**src/rtl/alu_seq.sv**
```systemverilog
// Sequential ALU: registered single-cycle ops, bit-serial variable shift and an
// optional shift-add multiplier on opcode 011 (built when ALU_MUL_EN is defined).
module alu_seq #(
    parameter int unsigned WIDTH = 16,
    parameter int unsigned SHW   = $clog2(WIDTH) + 1
) (
    input  logic             clk,
    input  logic             reset_n,
    input  logic             in_valid,
    output logic             in_ready,
    input  logic [WIDTH-1:0] a,
    input  logic [WIDTH-1:0] b,
    input  logic [2:0]       alu_op,
    output logic             out_valid,
    input  logic             out_ready,
    output logic [WIDTH-1:0] r,
    output logic             overflow
);

    localparam logic [2:0] OpOr    = 3'b000;
    localparam logic [2:0] OpAnd   = 3'b001;
    localparam logic [2:0] OpAdd   = 3'b010;
    localparam logic [2:0] OpMul   = 3'b011;
    localparam logic [2:0] OpNeg   = 3'b100;
    localparam logic [2:0] OpNot   = 3'b101;
    localparam logic [2:0] OpComp  = 3'b110;
    localparam logic [2:0] OpShift = 3'b111;

`ifdef ALU_MUL_EN
    typedef enum logic [1:0] {StIdle, StShift, StMul, StDone} state_e;
`else
    typedef enum logic [1:0] {StIdle, StShift, StDone} state_e;
`endif

    state_e           state_q, state_d;
    logic [WIDTH-1:0] r_q, r_d;
    logic             ovf_q, ovf_d;
    logic [SHW-1:0]   cnt_q, cnt_d;
    logic             left_q, left_d;

    logic [WIDTH-1:0] add_sum;
    logic [WIDTH-1:0] b_mag;
    logic [SHW-1:0]   shift_cnt;

    assign add_sum   = a + b;
    assign b_mag     = b[WIDTH-1] ? -b : b;
    // Shifts of WIDTH or more all clear the word, so the count saturates there.
    assign shift_cnt = (b_mag >= WIDTH'(WIDTH)) ? SHW'(WIDTH) : SHW'(b_mag);

`ifdef ALU_MUL_EN
    logic [WIDTH-1:0] opa_q, opa_d;
    logic [WIDTH-1:0] hi_q, hi_d;
    logic [WIDTH:0]   mul_sum;

    // r_q holds the multiplier and collects the low product bits as it shifts out.
    assign mul_sum = {1'b0, hi_q} + (r_q[0] ? {1'b0, opa_q} : '0);
`endif

    always_comb begin
        state_d = state_q;
        r_d     = r_q;
        ovf_d   = ovf_q;
        cnt_d   = cnt_q;
        left_d  = left_q;
`ifdef ALU_MUL_EN
        opa_d   = opa_q;
        hi_d    = hi_q;
`endif
        unique case (state_q)
            StIdle: begin
                if (in_valid) begin
                    state_d = StDone;
                    ovf_d   = 1'b0;
                    unique case (alu_op)
                        OpOr:  r_d = a | b;
                        OpAnd: r_d = a & b;
                        OpAdd: begin
                            r_d   = add_sum;
                            ovf_d = (a[WIDTH-1] == b[WIDTH-1]) && (add_sum[WIDTH-1] != a[WIDTH-1]);
                        end
                        OpMul: begin
`ifdef ALU_MUL_EN
                            r_d     = b;
                            opa_d   = a;
                            hi_d    = '0;
                            cnt_d   = SHW'(WIDTH);
                            state_d = StMul;
`else
                            r_d   = '0;
                            ovf_d = 1'b1;
`endif
                        end
                        OpNeg: begin
                            r_d   = -b;
                            ovf_d = (b == {1'b1, {(WIDTH-1){1'b0}}});
                        end
                        OpNot: r_d = ~a;
                        OpComp: begin
                            if ($signed(a) < $signed(b)) begin
                                r_d = '1;
                            end else if (a == b) begin
                                r_d = '0;
                            end else begin
                                r_d = WIDTH'(1);
                            end
                        end
                        OpShift: begin
                            r_d    = a;
                            left_d = ~b[WIDTH-1];
                            cnt_d  = shift_cnt;
                            if (shift_cnt != '0) begin
                                state_d = StShift;
                            end
                        end
                        default: r_d = '0;
                    endcase
                end
            end
            StShift: begin
                if (left_q) begin
                    ovf_d = ovf_q | r_q[WIDTH-1];
                    r_d   = r_q << 1;
                end else begin
                    ovf_d = ovf_q | r_q[0];
                    r_d   = r_q >> 1;
                end
                cnt_d = cnt_q - SHW'(1);
                if (cnt_q == SHW'(1)) begin
                    state_d = StDone;
                end
            end
`ifdef ALU_MUL_EN
            StMul: begin
                hi_d  = mul_sum[WIDTH:1];
                r_d   = {mul_sum[0], r_q[WIDTH-1:1]};
                ovf_d = |mul_sum[WIDTH:1];
                cnt_d = cnt_q - SHW'(1);
                if (cnt_q == SHW'(1)) begin
                    state_d = StDone;
                end
            end
`endif
            StDone: begin
                if (out_ready) begin
                    state_d = StIdle;
                end
            end
            default: state_d = StIdle;
        endcase
    end

    always_ff @(posedge clk) begin
        if (!reset_n) begin
            state_q <= StIdle;
            r_q     <= '0;
            ovf_q   <= 1'b0;
            cnt_q   <= '0;
            left_q  <= 1'b0;
`ifdef ALU_MUL_EN
            opa_q   <= '0;
            hi_q    <= '0;
`endif
        end else begin
            state_q <= state_d;
            r_q     <= r_d;
            ovf_q   <= ovf_d;
            cnt_q   <= cnt_d;
            left_q  <= left_d;
`ifdef ALU_MUL_EN
            opa_q   <= opa_d;
            hi_q    <= hi_d;
`endif
        end
    end

    assign in_ready  = (state_q == StIdle);
    assign out_valid = (state_q == StDone);
    assign r         = r_q;
    assign overflow  = ovf_q;

endmodule

```
**config.mk**
```make
export PLATFORM = sky130hd
export DESIGN_NAME = alu_seq
export DESIGN_NICKNAME = d
export VERILOG_FILES = /design/src/rtl/alu_seq.sv
export SDC_FILE = /design/constraint.sdc
export NUM_CORES = 1
export LEC_CHECK = 0
export CORE_ASPECT_RATIO = 1.25
export CORE_MARGIN = 2
export CORE_UTILIZATION = 45
export CTS_BUF_LIST = sky130_fd_sc_hd__clkbuf_8 sky130_fd_sc_hd__clkbuf_16
export DETAILED_ROUTE_END_ITERATION = 8
export GPL_TIMING_DRIVEN = 0
export PLACE_DENSITY = 0.72
export SLEW_MARGIN = 20
export SYNTH_ARGS = -nofsm -noshare
export SYNTH_HDL_FRONTEND = slang
export SYNTH_SLANG_ARGS = --single-unit
```
**constraint.sdc**
```tcl
create_clock -name clk -period 3.4 [get_ports clk]
set_clock_uncertainty 0.15 [all_clocks]
set_input_delay 1.02 -clock clk [delete_from_list [all_inputs] [get_ports clk]]
set_output_delay 1.02 -clock clk [all_outputs]
set_load 0.01 [all_outputs]
```
=== After elaboration in Yosys (flattened, before gate mapping) ===
Cells that the tools add are included.

* Register bits: 25
* Output and inout bits: 19
* Logic and storage cells: 64

* $add $sub $neg: 3
* Magnitude comparators: 2
* Equality and inequality tests: 18
* Muxes and demuxes: 21
* Bitwise logic cells: 6
* Reductions and logical operators: 9

{| class="wikitable"
|+ Operators with widths
! cell !! count
|-
| case mux 16 bit (8 select lines) || 1
|-
| two-way mux 16 bit || 4
|-
| case mux 16 bit (2 select lines) || 1
|-
| adder 16 bit || 1
|-
| AND 16 bit || 1
|-
| equality test 16 bit || 1
|-
| equality test 16 bit (second input constant) || 1
|-
| greater-or-equal comparator 16 x 5 -> 1 bit (second input constant) || 1
|-
| less-than comparator 16 bit || 1
|-
| negation 16 bit || 1
|-
| inverter 16 bit || 1
|-
| OR 16 bit || 1
|-
| two-way mux 5 bit || 3
|-
| equality test 3 bit (second input constant) || 4
|-
| two-way mux 2 bit || 5
|-
| case mux 5 bit (2 select lines) || 1
|-
| AND reduction 3 bit || 3
|-
| equality test 3 x 2 -> 1 bit (second input constant) || 2
|-
| case mux 2 bit (3 select lines) || 1
|-
| equality test 5 x 1 -> 1 bit (second input constant) || 1
|-
| nonzero test 5 bit || 1
|-
| subtractor 5 x 1 -> 5 bit (second input constant) || 1
|-
| != test 2 x 1 -> 1 bit (second input constant) || 2
|-
| != test 2 bit (second input constant) || 2
|-
| other kinds (15) || 18
|}

=== Longest topological paths before layout ===
Gate-level depths: netlist (run 1).

* Depth after elaboration: 9
* Mapped depth: 10

=== Worst setup path after synthesis (run 1) ===
Ideal clock, no wire load.

* Path type: input to register
* From: input port b[15]
* To: register r_q[14], in the netlist r[14]
* Arrival time: 3,230 ps
* Path slack: -71 ps
* Cell stages on the path: 10
* Path buffers: 1
* Cells stage by stage: clkbuf_1 -> inv_1 -> ha_1 -> nor4_1 -> nand4_1 -> a21oi_1 -> nor4_1 -> mux2i_1 -> nor2_1 -> a311oi_1

* Cells in the longest elaborated chain, start to end: 5

{| class="wikitable"
|+ RTL lines
! what !! line !! source
|-
| start, declared || 12 || <nowiki>input logic [WIDTH-1:0] b,</nowiki>
|-
| less-than comparator 16 bit || 99 || <nowiki>if ($signed(a) < $signed(b)) begin</nowiki>
|-
| two-way mux 16 bit || 99 ||
|-
| case mux 16 bit (8 select lines) || 74 || <nowiki>unique case (alu_op)</nowiki>
|-
| two-way mux 16 bit || 71 || <nowiki>if (in_valid) begin</nowiki>
|-
| case mux 16 bit (2 select lines) || 69 || <nowiki>unique case (state_q)</nowiki>
|-
| end signal, assigned || 165 || <nowiki>r_q <= r_d;</nowiki>
|-
| end, declared || 36 || <nowiki>logic [WIDTH-1:0] r_q, r_d;</nowiki>
|}

Every way passes these cells. The select of a mux whose other input is x is not followed.
A chain may end at the register's enable or synchronous reset.

=== Final worst setup path (run 1) ===
* From: input port b[15]
* To: register r_q[2], in the netlist r[2]

The elaborated chain is that of the path after synthesis.

==> results of run 1 <==
==> final cells by class <==
cell class	instances	area (µm²)
clock buffers	3	75.07
clock inverters	1	3.754
fillers	766	3312
well taps	123	153.9
multi-input cells	459	3861
flip-flops and latches	25	500.5
repair buffers	93	764.5
plain buffers	32	161.4
inverters	49	195.2
==> routing by layer <==
| layer | up-vias | wire [µm] | track usage |
|---|---|---|---|
| met2 | 330 | 7642 | 0.5333 |
| met1 | 2268 | 6261 | 0.4202 |
| met4 | 0 | 830 | 0.1244 |
| met5 | - | 0 | 0 |
| met3 | 73 | 1436 | 0.02978 |
| li1 | 2286 | - | - |
==> worst reg2reg max path, cell delays in order (launching register included) <==
cell	delay, ns
dfxtp_1	0.37
clkbuf_1	0.34
nor2b_1	0.39
clkbuf_1	0.49
buf_2	0.37
a21oi_1	0.07
o221ai_1	0.18
a21oi_1	0.07
==> cell usage in the layout, fill, tap and decap left out, types with 5 or more instances in the layout <==
cell / instances
a211oi_1: 6
a21o_1: 5
a21oi_1: 41
a21oi_2: 5
a221oi_1: 7
a22oi_1: 5
a311oi_1: 6
a31oi_1: 14
a32oi_1: 5
buf_2: 9
buf_4: 37
buf_6: 6
clkbuf_1: 23
clkbuf_2: 13
clkdlybuf4s50_1: 21
dfxtp_1: 25
dlygate4sd2_1: 5
ha_1: 36
ha_4: 12
inv_1: 38
inv_2: 7
mux2i_1: 12
nand2_1: 45
nand3_1: 12
nor2_1: 31
nor2b_1: 11
nor3_1: 10
nor4_4: 7
o21ai_0: 34
o221ai_1: 7
xnor2_1: 28
xor2_1: 9
==> logic make-up (layout without fill, tap and decap cells) <==
| kind of cell | count (synthesis) | count (layout) | share of synthesized area |
|---|---|---|---|
| mux | 19 | 20 | 0.04749 |
| fa+ha+maj | 53 | 53 | 0.1632 |
| compound gates | 188 | 188 | 0.3090 |
| flops | 25 | 25 | 0.1218 |
| simple gates | 160 | 161 | 0.1991 |
| xor+xnor | 37 | 37 | 0.07885 |
| buf+inv | 85 | 178 | 0.08067 |
==> how the worst max path moves through the flow <==
stage	from	end	slack (ns)	depth (start not counted)
floorplan	b[15]	r[14]	0.05	10
global placement	b[15]	r[14]	-1.72	11
detailed placement	b[15]	r[14]	-1.68	11
CTS	a[0]	r[14]	-0.22	10
global route	b[10]	r[2]	-0.07	11
finish	b[15]	r[2]	0.008	12
==> per-stage QoR <==
step                area [µm²]  cells  power [µW]
detailed placement        4816    743       961.5
CTS                       5490    769        1314
floorplan                 4126    567       729.9
global route              5715    785        1448
global placement          4811    743       954.7
finish                    5715    785        1386
==> registers in the layout, summed over array words and instances (netlist names) <==
| name | count |
|---|---|
| state_q | 2 |
| r | 16 |
| overflow | 1 |
| left_q | 1 |
| cnt_q | 5 |
==> timing repair <==
action                                  in CTS  in global routing
endpoints found under the setup margin      24                 20
hold endpoints to repair                     0                  0
resized for setup                          132                 94
cloned                                       2                  0
buffers inserted                            24                 17
pin swaps                                   24                 27
==> power by group <==
group | switching [µW] | internal [µW] | total (µW)
clock network | 109 | 158 | 266
registers | 31.1 | 320 | 351
logic | 432 | 337 | 769
total | 571 | 815 | 1390
==> metrics.cfg, run 1 <==
[cts]
clk_pin_slew_ns=0.06
cts_max_level=1
numCtsBuffers=3
hold_buffers=0
cts_tree=yes
clockRootBuffer=clkbuf_16
cts_num_sinks=25
clock_tree.buffer_depth=2
clock_latency_ns=0.26

[sta]
worst_slack_ns=0.007764
setup_violations=0
tightestPinTransition_ns=0.9120
tns_ns=0
rsz0062_at_grt=true
finalHoldViolations=0
post-route-period-util=0.9977
period_minus_slack_ns=3.392
maxSlewHeadroom=0.3897
fmax_mhz=294.8
slew_viol_final=0
holdWs_ns=0.3641

[worst_hold_path]
worstHoldEndpoint=r[2]
holdPathStages=2
hold_start=r[2]
hold_path.class=flop to flop

[critical_path]
cp_data_required_time_ns=3.39
endpoint_kind=flop
max_stage_delay_ns=0.36
rrSetupSlack_ns=0.85
arrival_ns=3.39
path_class=input pin to flop
crit_fanout=4
start_kind=input pin
r2r_cells=7
crit_path_top_delay_cell=nor4_4
crit_chain=buf_8 -> buf_8 -> clkinvlp_4 -> ha_4 -> nor4_4 -> nand4_1 -> a21oi_2 -> nor4_4 -> buf_4 -> mux2i_4 -> o41ai_2 -> a21oi_1
crit-reg2reg-launch=state_q[0]
critPathTopFamily=compound AO/OA/AOI/OAI gates
crit_buf_inv=4
worst_r2r_endpoint=r[10]

[power]
max-vdd-ir-drop_v=0.0001918
powerDensity_nw_per_um2=242.5
p_leak_uw=0.002229

[grt]
grt_pass1_wl_um=24950
antenna_found_initial=0
grt_max_degree=14
grt_usage=0.3213
grt_pass1_vias=4710
gr-total-overflow=0

[final_layout]
nNetsFinal=755
final_util=0.6331
final_layout_size_suffix_gt1_frac=0.2417
syn2layout_area_growth_pct=39.06
num_antenna_cells=0

[synthesis]
syn-instance-count=567
syn_nets=659
yosysSeqAreaShare=0.1218
syn_avg_cell_area_um2=7.249
synthesis.area_um2=4110
synthTopCellsByArea=ha_1 (16%), dfxtp_1 (12%), xnor2_1 (6.0%)
synth_edf_count=0
synth_top_area_cell=ha_1
async_flop_share=0
yosysMostFrequentCell=ha_1
yosysUniqueCellTypes=65
synth_common_cells=ha_1 (52), inv_1 (48), a21oi_1 (46), nand2_1 (46), o21ai_0 (36)
yosys_warnings=0
ys_ff_latch=25
synth_ff_type=dfxtp_1
synth_top_area_frac=0.1583

[flow_run]
maxCapViolCount=0

[floorplan]
die_y_um=110.9
ioPinCount=58
design.die.area_um2=9919
initial_core_util=0.4553
rows=39
die_x_um=89.48
fp.coreArea_um2=9027

[placed_design]
dpl_worst_slack_ns=-1.680
dp_hpwl_um=11720
portBuffers=53
place.gp.congestion=0.9789

[run_status]
status=finished, final reports clean

[detailed_routing]
first_iter_violations=585
drt-pass1-iter-count=5
viasPerCell=6.315
wl_per_cell_um=20.60
wl_um=16170
antenna_left=0
drc=0
vias=4957

Note: power is estimated with default switching activity, not from simulation.
==> run 2: changes to the inputs <==
--- a/config.mk
+++ b/config.mk
@@ -7,11 +7,10 @@
 export LEC_CHECK = 0
 export CORE_ASPECT_RATIO = 1.25
 export CORE_MARGIN = 2
-export CORE_UTILIZATION = 45
+export CORE_UTILIZATION = 51
 export CTS_BUF_LIST = sky130_fd_sc_hd__clkbuf_8 sky130_fd_sc_hd__clkbuf_16
 export DETAILED_ROUTE_END_ITERATION = 8
-export GPL_TIMING_DRIVEN = 0
-export PLACE_DENSITY = 0.72
+export PLACE_DENSITY = 0.8
 export SLEW_MARGIN = 20
 export SYNTH_ARGS = -nofsm -noshare
 export SYNTH_HDL_FRONTEND = slang
==> metrics.cfg, run 2 (synthesized netlist as in run 1, its figures left out) <==
[run_status]
status=finished, violations left
violations=setup timing

[critical_path]
path_class=input pin to flop
crit_path_top_delay_cell=or4_4
crit_fanout=5
worst_r2r_endpoint=cnt_q[4]
crit-reg2reg-launch=state_q[0]
startpoint=b[6]
endpoint_kind=flop
crit_chain=dlygate4sd2_1 -> buf_6 -> or4_4 -> buf_4 -> nor4_1 -> buf_4 -> xnor2_1 -> a21oi_1 -> a21oi_1 -> a211oi_2 -> a211oi_2
max_stage_delay_ns=0.50
critPathTopFamily=simple AND/OR/NAND/NOR gates
crit_buf_inv=4
start_kind=input pin
cp_data_required_time_ns=3.42
crit_end=r[13]
rrSetupSlack_ns=1.12
crit_cells=11
arrival_ns=3.45
r2r_cells=6

[grt]
grt_usage=0.3779
gr-total-overflow=0
grt_max_degree=25
grt_pass1_vias=5341
antenna_found_initial=0
grt_pass1_wl_um=27120

[floorplan]
die_y_um=104.4
design.die.area_um2=8798
die_x_um=84.30
fp.coreArea_um2=7792
ioPinCount=58
initial_core_util=0.5275
rows=36

[cts]
clockRootBuffer=clkbuf_8
hold_buffers=0
numCtsBuffers=3
clk_pin_slew_ns=0.10
cts_tree=yes
cts_num_sinks=25
clock_latency_ns=0.28
clock_tree.buffer_depth=2
cts_max_level=1

[placed_design]
place.gp.congestion=0.9758
dpl_cell_area_um2=5754
dp_hpwl_um=12830
portBuffers=57

[final_layout]
final_common_cell=buf_4
nNetsFinal=850
syn2layout_area_growth_pct=58.08
seq_area_um2=500.5
num_antenna_cells=0
final_layout_size_suffix_gt1_frac=0.3580
final_area_um2=6497
largest_reg_flops=16
fillCellCount=463
final_cell_mix=buf_4 (151), nand2_1 (46), a21oi_1 (36), ha_1 (33), o21ai_0 (32)
multi_input_area_um2=3791

[power]
max-vdd-ir-drop_v=0.0002336
p_leak_uw=0.002820
powerDensity_nw_per_um2=226.0

[detailed_routing]
vias=5706
drc=0
wl_per_cell_um=21.80
drt-pass1-iter-count=6
wl_um=18570
antenna_left=0
viasPerCell=6.697
first_iter_violations=750

[sta]
fmax_mhz=291.0
maxSlewHeadroom=0.4243
tightestPinTransition_ns=0.8608
setup_violations=2
post-route-period-util=1.011
slew_viol_final=0
worst_slack_ns=-0.03634
finalHoldViolations=0
holdWs_ns=0.3427
period_minus_slack_ns=3.436

[worst_hold_path]
hold_path.class=flop to flop

[flow_run]
maxCapViolCount=0

[run 2: cell count changes in the layout (fill, tap and decap cells not counted), moves of 10 or more]
cell      previous run  this run
inv_1               38        28
buf_4               37       151
clkbuf_1            23         0
clkbuf_2            13         3
inv_2                7        20
[run 2: timing repair]
item,in CTS,in global routing
pin swaps,32,24
setup endpoints to repair,24,24
endpoints found under the hold margin,0,0
gates resized for setup,92,63
buffers inserted,18,3
[run 2: worst min-delay path, cell delays in order (launching register included)]
cell and delay [ns]:
dfxtp_1 0.34, nand2_1 0.06, a21oi_1 0.05
[run 2: layout make-up]
class / count / area share
Inverter: 49 / 0.02831
Sequential cell: 25 / 0.07703
Tap cell: 95 / 0.01829
Clock buffer: 3 / 0.006355
Timing Repair Buffer: 222 / 0.2858
Clock inverter: 1 / 0.0007703
Multi-Input combinational cell: 457 / 0.5835
[run 2: per-stage QoR]
stage / setup slack, ns / instances / TNS (ns) / total power (µW) / utilization
global placement: -0.6465 / 827 / -11.54 / 1092 / 0.7384
CTS: 0.0007161 / 849 / 0 / 1365 / 0.8003
detailed placement: -0.6511 / 827 / -12.51 / 1112 / 0.7384
floorplan: 0.04972 / 567 / 0 / 729.9 / -
finish: -0.03634 / 852 / -0.05537 / 1469 / 0.8338
global route: -0.1363 / 852 / -0.3673 / 1526 / 0.8338
[run 2: routing by layer]
metal / global-route usage / vias to the layer above / routed length (µm)
met4: 0.1843 / 0 / 1363
li1: - / 2471 / -
met1: 0.4841 / 2602 / 6737
met2: 0.6253 / 475 / 8609
met5: 0 / - / 0
met3: 0.03968 / 158 / 1862
[run 2: how the worst min path moves through the flow]
| stage | slack (ns) | startpoint | to | depth (start not counted) |
|---|---|---|---|---|
| after floorplan | 0.35 | r[1] | r[1] | 2 |
| after global placement | 0.32 | r[1] | r[1] | 2 |
| after detailed placement | 0.32 | r[1] | r[1] | 2 |
| after CTS | 0.34 | r[1] | r[1] | 2 |
| after global routing | 0.38 | r[1] | r[1] | 2 |
| final | 0.34 | r[1] | r[1] | 2 |
[run 2: power breakdown]
part / internal (µW) / switching, µW / total (µW)
registers: 319 / 37.1 / 357
logic: 447 / 475 / 922
clock network: 82.4 / 108 / 190
